## src/rtl/mem_request_unit.sv

```systemverilog
`default_nettype none
// ============================================================================
// Module   : mem_request_unit
// Brief    : Arbitrates instruction fetch and data load/store onto one shared
//            fixed-latency RAM port with stall support and ready pulses.
// Revision : 1.0 - initial release
// ============================================================================
module mem_request_unit #(
  parameter int ADDR_W   = 32,
  parameter int DATA_W   = 32,
  parameter int LATENCY  = 2,
  parameter int PRIORITY = 0
) (
  input  logic              clk,
  input  logic              nRST,
  input  logic              i_req,
  input  logic [ADDR_W-1:0] i_addr,
  output logic [DATA_W-1:0] i_rdata,
  output logic              i_ready,
  input  logic              d_ren,
  input  logic              d_wen,
  input  logic [ADDR_W-1:0] d_addr,
  input  logic [DATA_W-1:0] d_wdata,
  output logic [DATA_W-1:0] d_rdata,
  output logic              d_ready,
  output logic [ADDR_W-1:0] ram_addr,
  output logic [DATA_W-1:0] ram_wdata,
  output logic              ram_ren,
  output logic              ram_wen,
  input  logic [DATA_W-1:0] ram_rdata,
  input  logic              ram_busy,
  output logic              busy
);

  localparam int               c_CNT_W      = $clog2(LATENCY + 1);
  localparam logic [c_CNT_W-1:0] c_CNT_LOAD = c_CNT_W'(LATENCY - 1);
  localparam logic             c_DATA_FIRST = (PRIORITY != 0);

  localparam logic [1:0] c_IDLE   = 2'd0;
  localparam logic [1:0] c_ACCESS = 2'd1;
  localparam logic [1:0] c_RESP   = 2'd2;

  logic [1:0]         r_state;
  logic [c_CNT_W-1:0] r_cnt;
  logic               r_is_fetch;
  logic               r_is_write;
  logic               r_last_data;
  logic [ADDR_W-1:0]  r_ram_addr;
  logic [DATA_W-1:0]  r_ram_wdata;
  logic [DATA_W-1:0]  r_i_rdata;
  logic [DATA_W-1:0]  r_d_rdata;

  logic w_fetch_pend;
  logic w_data_pend;
  logic w_any_pend;
  logic w_grant_data;

  assign w_fetch_pend = i_req;
  assign w_data_pend  = d_ren | d_wen;
  assign w_any_pend   = w_fetch_pend | w_data_pend;

  // On collision round-robin picks whichever kind was not granted last.
  assign w_grant_data = w_data_pend & (~w_fetch_pend | c_DATA_FIRST | ~r_last_data);

  always_ff @(posedge clk or negedge nRST) begin
    if (!nRST) begin
      r_state     <= c_IDLE;
      r_cnt       <= '0;
      r_is_fetch  <= 1'b0;
      r_is_write  <= 1'b0;
      r_last_data <= 1'b1;
      r_ram_addr  <= '0;
      r_ram_wdata <= '0;
      r_i_rdata   <= '0;
      r_d_rdata   <= '0;
    end else begin
      case (r_state)
        c_IDLE: begin
          if (w_any_pend) begin
            r_state     <= c_ACCESS;
            r_cnt       <= c_CNT_LOAD;
            r_is_fetch  <= ~w_grant_data;
            r_is_write  <= w_grant_data & d_wen;
            r_last_data <= w_grant_data;
            if (w_grant_data) begin
              r_ram_addr  <= d_addr;
              r_ram_wdata <= d_wdata;
            end else begin
              r_ram_addr  <= i_addr;
            end
          end
        end
        c_ACCESS: begin
          if (!ram_busy) begin
            if (r_cnt == '0) begin
              r_state <= c_RESP;
              if (r_is_fetch) begin
                r_i_rdata <= ram_rdata;
              end else if (!r_is_write) begin
                r_d_rdata <= ram_rdata;
              end
            end else begin
              r_cnt <= r_cnt - 1'b1;
            end
          end
        end
        c_RESP: begin
          r_state <= c_IDLE;
        end
        default: begin
          r_state <= c_IDLE;
        end
      endcase
    end
  end

  assign ram_addr  = r_ram_addr;
  assign ram_wdata = r_ram_wdata;
  assign ram_ren   = (r_state == c_ACCESS) & ~r_is_write;
  assign ram_wen   = (r_state == c_ACCESS) &  r_is_write;
  assign i_rdata   = r_i_rdata;
  assign d_rdata   = r_d_rdata;
  assign i_ready   = (r_state == c_RESP) &  r_is_fetch;
  assign d_ready   = (r_state == c_RESP) & ~r_is_fetch;
  assign busy      = (r_state == c_ACCESS) | (r_state == c_RESP);

endmodule
`default_nettype wire

```

## config.mk

```make
export PLATFORM = sky130hd
export DESIGN_NAME = mem_request_unit
export DESIGN_NICKNAME = d
export VERILOG_FILES = /design/src/rtl/mem_request_unit.sv
export SDC_FILE = /design/constraint.sdc
export NUM_CORES = 1
export LEC_CHECK = 0
export ABC_CLOCK_PERIOD_IN_PS = 3200
export BUFFER_PORTS_ARGS = -buffer_cell sky130_fd_sc_hd__buf_2
export CORE_ASPECT_RATIO = 1.4
export CORE_UTILIZATION = 50
export CTS_CLUSTER_SIZE = 40
export DETAILED_ROUTE_END_ITERATION = 10
export GPL_TIMING_DRIVEN = 1
export PLACE_DENSITY = 0.83
export SLEW_MARGIN = 20
export SYNTH_ARGS = -nofsm -noshare
export SYNTH_HDL_FRONTEND = slang
export SYNTH_SLANG_ARGS = --single-unit
```

## constraint.sdc

```tcl
create_clock -name clk -period 3.2 [get_ports clk]
set_clock_uncertainty 0.2 [all_clocks]
set_input_delay 0.16 -clock clk [delete_from_list [all_inputs] [get_ports clk]]
set_output_delay 0.16 -clock clk [all_outputs]
set_load 0.02 [all_outputs]
```

# Word-level counts from Yosys, hierarchy flattened
# Index checks and enable logic that the tools add are counted.
totals:
  input_bits: 134
  word_cells: 49
  register_bits: 135
  out_inout_bits: 133
op_classes:
  n_reduce_logical: 9
  eq_ne: 6
  addsub: 1
  n_mux: 8
  bitwise: 16
ops:
  columns: ["op", "n"]
  rows:
  - ["$mux 32", 1]
  - ["$mux 2", 5]
  - ["$ne 2x2->1 const B", 4]
  - ["$pmux 2 s2", 2]
  - ["$reduce_and 4->1", 2]
  - ["$and 1x1->1", 6]
  - ["$not 1->1", 6]
  - ["$reduce_and 3->1", 2]
  - ["$reduce_and 5->1", 1]
  - ["$logic_not 2->1", 2]
  - ["$or 1x1->1", 4]
  - ["$eq 2x1->1 const B", 1]
  - ["$eq 2x2->1 const B", 1]
  - ["$reduce_and 2->1", 1]
  - ["$reduce_bool 2->1", 1]
  - ["$sub 2x1->2 const B", 1]

# Longest topological paths before layout
logic_depth:
  ltp_word: 4
  depth_mapped: 7
  depth_no_buf: 5

# Least setup slack after synthesis
# No wires, ideal clock.
synth_path:
  path_kind: "reg-to-reg"
  startpoint: "register r_state[1]"
  endpoint: "register r_d_rdata[10] (netlist: d_rdata[10])"
  n_path_buf: 2
  path_stages_with_launch: 8
  slack_ns: 1.180
  arrival_ns: 1.694
  t_required_ns: 2.875
  period_less_slack_ns: 2.020
  setup_ns: 0.125
  path_cell_list: "dfrtp_1 inv_1 ha_1 nand2_1 or4_1 buf_2 buf_6 mux2_4"
synth_between:
  elab_chain_cells: 2
synth_lines:
  columns: ["item", "line", "rtl"]
  rows:
  - ["start, declared", "43", "logic [1:0] r_state;"]
  - ["start signal, assigned", "67", "r_state <= c_IDLE;"]
  - ["start signal, assigned", "80", "r_state <= c_ACCESS;"]
  - ["start signal, assigned", "96", "r_state <= c_RESP;"]
  - ["$eq 2x1->1", "77", "case (r_state)"]
  - ["$reduce_and 5->1 (no line)", null, null]
  - ["end signal, assigned", "100", "r_d_rdata <= ram_rdata;"]
  - ["end, declared", "51", "logic [DATA_W-1:0] r_d_rdata;"]
# No other way between the ends.
# A chain may end at the register's enable or synchronous reset.

# Worst setup path after layout
layout_path:
  startpoint: "register r_state[1]"
  endpoint: "register r_ram_addr[4] (netlist: ram_addr[4])"
layout_between:
  elab_chain_cells: 2
layout_lines:
  columns: ["item", "line", "rtl"]
  rows:
  - ["$logic_not 2->1", "77", null]
  - ["$reduce_and 2->1 (no line)", null, null]
  - ["end signal, assigned", "86", "r_ram_addr <= d_addr;"]
  - ["end signal, assigned", "89", "r_ram_addr <= i_addr;"]
  - ["end, declared", "48", "logic [ADDR_W-1:0] r_ram_addr;"]
# No other way between the ends.

==> flow_summary.ini <==
[run_status]
status = finished, final reports clean

[clocking]
cts_sinks = 135
root_buffer = clkbuf_16
htreeDepth = 4
tritoncts = built
post_cts_resized = 0
cts_made_buffers = 17
clk_latency_ns = 0.40
clk_pin_slew_ns = 0.06
clockBufferDepth = 2

[finish]
antenna_cells = 0
drive_above_1_share_pct = 52.8
nets = 898
synthToLayoutAreaGrowth_pct = 63.5

[setup_path]
cp-start-kind = flip-flop
r2r-end = ram_addr[4]
path_class = reg -> reg
worstPathMaxFanout = 27
worstReg2RegStart = r_state[1]
path_delay_family = buffers and inverters
ff2ff_setup_slack_ns = 0.36
cpMostUsedCell = buf_4
ff2ff_path_depth = 8
worst_ep_required_time_ns = 3.34
worstPathCellList = inv_1, ha_1, o21ai_0, a21oi_4, buf_4, buf_4, a221o_1, dlygate4sd3_1
cp_num_buf_inv = 4
critical-path-max-stage-delay_ns = 0.57
arrival_ns = 2.98
cpMaxStageDelayCell = dlygate4sd3_1
cp-end-kind = flip-flop

[floorplanning]
die_h_um = 126
core_area_sq_um = 10500
pin_count = 267
num_rows = 44
fp.dieW_um = 90.4
initial_core_util_pct = 52.1
dieArea_sq_um = 11400

[placed_design]
place_congestion = 0.813
port_buffers = 266
dp_hpwl_mm = 10.0

[worst_hold_path]
hold_end = r_last_data
min_path_type = in -> reg
holdPathStages = 3
worstHoldStart = d_ren

[logic_synthesis]
synthDistinctLibCells = 28
syn_avg_cell_area_sq_um = 15.5
syn_inst = 353
syn_area_sq_um = 5470
seq_area_frac_synth_pct = 61.7
synth_top_cell_by_area = dfrtp_1
ys_warn_count = 0
synth_seq_cells = 135
syn-num-nets = 492
ys_top_cells_by_area = dfrtp_1, mux2_2, mux2_4
synth.top_cell.area_share_pct = 61.3

[global_route]
gr-total-overflow = 0
grtUsageMet1_pct = 37.1
busiest_layer = met2
use_met2_pct = 57.1
antenna_found_initial = 0
grt_pass1_wl_mm = 28.0
grt_start_max_net_pins = 79
grt_pass1_vias = 5274
grt_usage_pct = 32.6
grt_use_met3_pct = 7.31

[pwr]
ir_drop_mv = 0.605
finalPower_uw = 9650
leakage_uw = 0.00462
p_per_area_nw_per_um2 = 1080

[drt]
vias = 4820
viasPerCell = 5.30
first_iter_violations = 196
drc = 0
wl_per_cell_um = 19.9
dr.pass1.iters = 5
wl_mm = 18.1
ant_nets = 0

[sta]
rsz0062_at_grt = false
period_needed_ns = 2.84
slew_violations = 0
hold_violations = 0
setup-tns-final_ns = 0
setup_viol = 0
tightest_slew_ns = 0.772
fin_crit_sh_pct = 88.7
max_freq_ghz = 0.352
maxSlewHeadroom_pct = 48.5

[run]
drv_cap = 0
==> placed cells by master (no fill, tap or decap), drive strengths merged, types with 4 or more instances in the layout <==
cell / n
buf: 275
dfrtp: 134
dlygate4sd3: 132
mux2: 98
and2: 34
a221o: 32
clkbuf: 19
inv: 9
ha: 5
bufinv: 4
==> layer usage <==
layer | wire (um) | part of all wire (%)
met1 | 6690 | 37
met2 | 9530 | 53
met3 | 1180 | 6.5
met4 | 738 | 4.1
met5 | 0 | 0
==> where the power goes <==
part	leakage (uW)	switching, uW	internal, uW	total, uW
sequential	0.00166	509	2520	3030
combinational	0.00265	2360	2190	4550
clock	0.000299	761	1320	2080
total	0.00462	3630	6030	9650
==> flip-flops by register name, indices dropped and copies added (netlist names) <==
signal,count
d_rdata,32
i_rdata,32
r_cnt,2
r_is_fetch,1
r_is_write,1
r_last_data,1
r_state,2
ram_addr,32
ram_wdata,32
==> logic make-up (layout without fill, tap and decap cells) <==
group	count (synthesis)	after routing	share of synthesized area, %
DFF	135	135	61.7
adders and majority gates	5	5	1.14
muxes	99	99	22.4
buffers and inverters	25	444	2.26
and+or+nand+nor	46	46	5.17
AOI/OAI and AO/OA	43	43	7.29
==> final cells by class <==
cell class | instances | area (sq um)
sequential | 135 | 3380
timing repair buffer | 407 | 2760
multi-input combinational | 193 | 2000
fill | 508 | 1570
clock buffer | 19 | 433
clock inverter | 13 | 193
tap | 138 | 173
inverter | 5 | 18.8
==> cell usage after synthesis <==
cell type  instances
dfrtp_1          134
mux2i_1            1
o21ai_0            1
buf_1              1
inv_1              5
nand2b_1           1
mux2_4            30
nand2_1            3
and2_1            34
a22o_1             1
nor2b_1            3
nand4b_1           1
dfstp_2            1
a21oi_1            1
mux2_2            68
buf_2              6
clkbuf_1          10
buf_6              3
or4_1              1
or4b_1             1
o31ai_1            1
a31oi_1            2
a221o_1           32
o211a_1            1
a21o_1             2
o211ai_1           2
nor2_1             2
ha_1               5
==> stage by stage <==
stage               setup slack, ns  instances  util, %  hold slack [ns]  cell area (sq um)
finish                        0.361        910     85.1           0.0306               8950
global route                  0.201        910     85.1           0.0338               8950
CTS                           0.194        906     84.8           0.0198               8910
detailed placement            0.740        743     66.3           0.0491               6980
global placement              0.899        743     66.3           0.0296               6980
floorplan                      1.18        353        -           -0.336               5470
==> worst register-to-register path, cell delays in order (launching register included) <==
cell and delay, ns:
dfrtp_1 0.40, inv_1 0.12, ha_1 0.34, o21ai_0 0.21
a21oi_4 0.21, buf_4 0.19, buf_4 0.31, a221o_1 0.21
dlygate4sd3_1 0.57
==> worst max-delay path by stage <==
stage,from,endpoint,slack [ns],cells past startpoint
6_report,r_state[1],ram_addr[4],0.36,8
5_1_grt,r_state[1],ram_addr[27],0.20,8
4_1_cts,r_state[1],ram_addr[15],0.19,8
3_5_place_dp,r_state[1],ram_addr[12],0.74,7
3_3_place_gp,r_state[1],d_rdata[12],0.90,6
2_1_floorplan,r_state[1],d_rdata[10],1.18,7
==> timing repair <==
item	4_1_cts	5_1_grt
hold buffers	131	1
buffers inserted	0	2
endpoints found under the hold margin	206	1
setup endpoints to repair	0	17
Power figures use the tool's default switching activity.
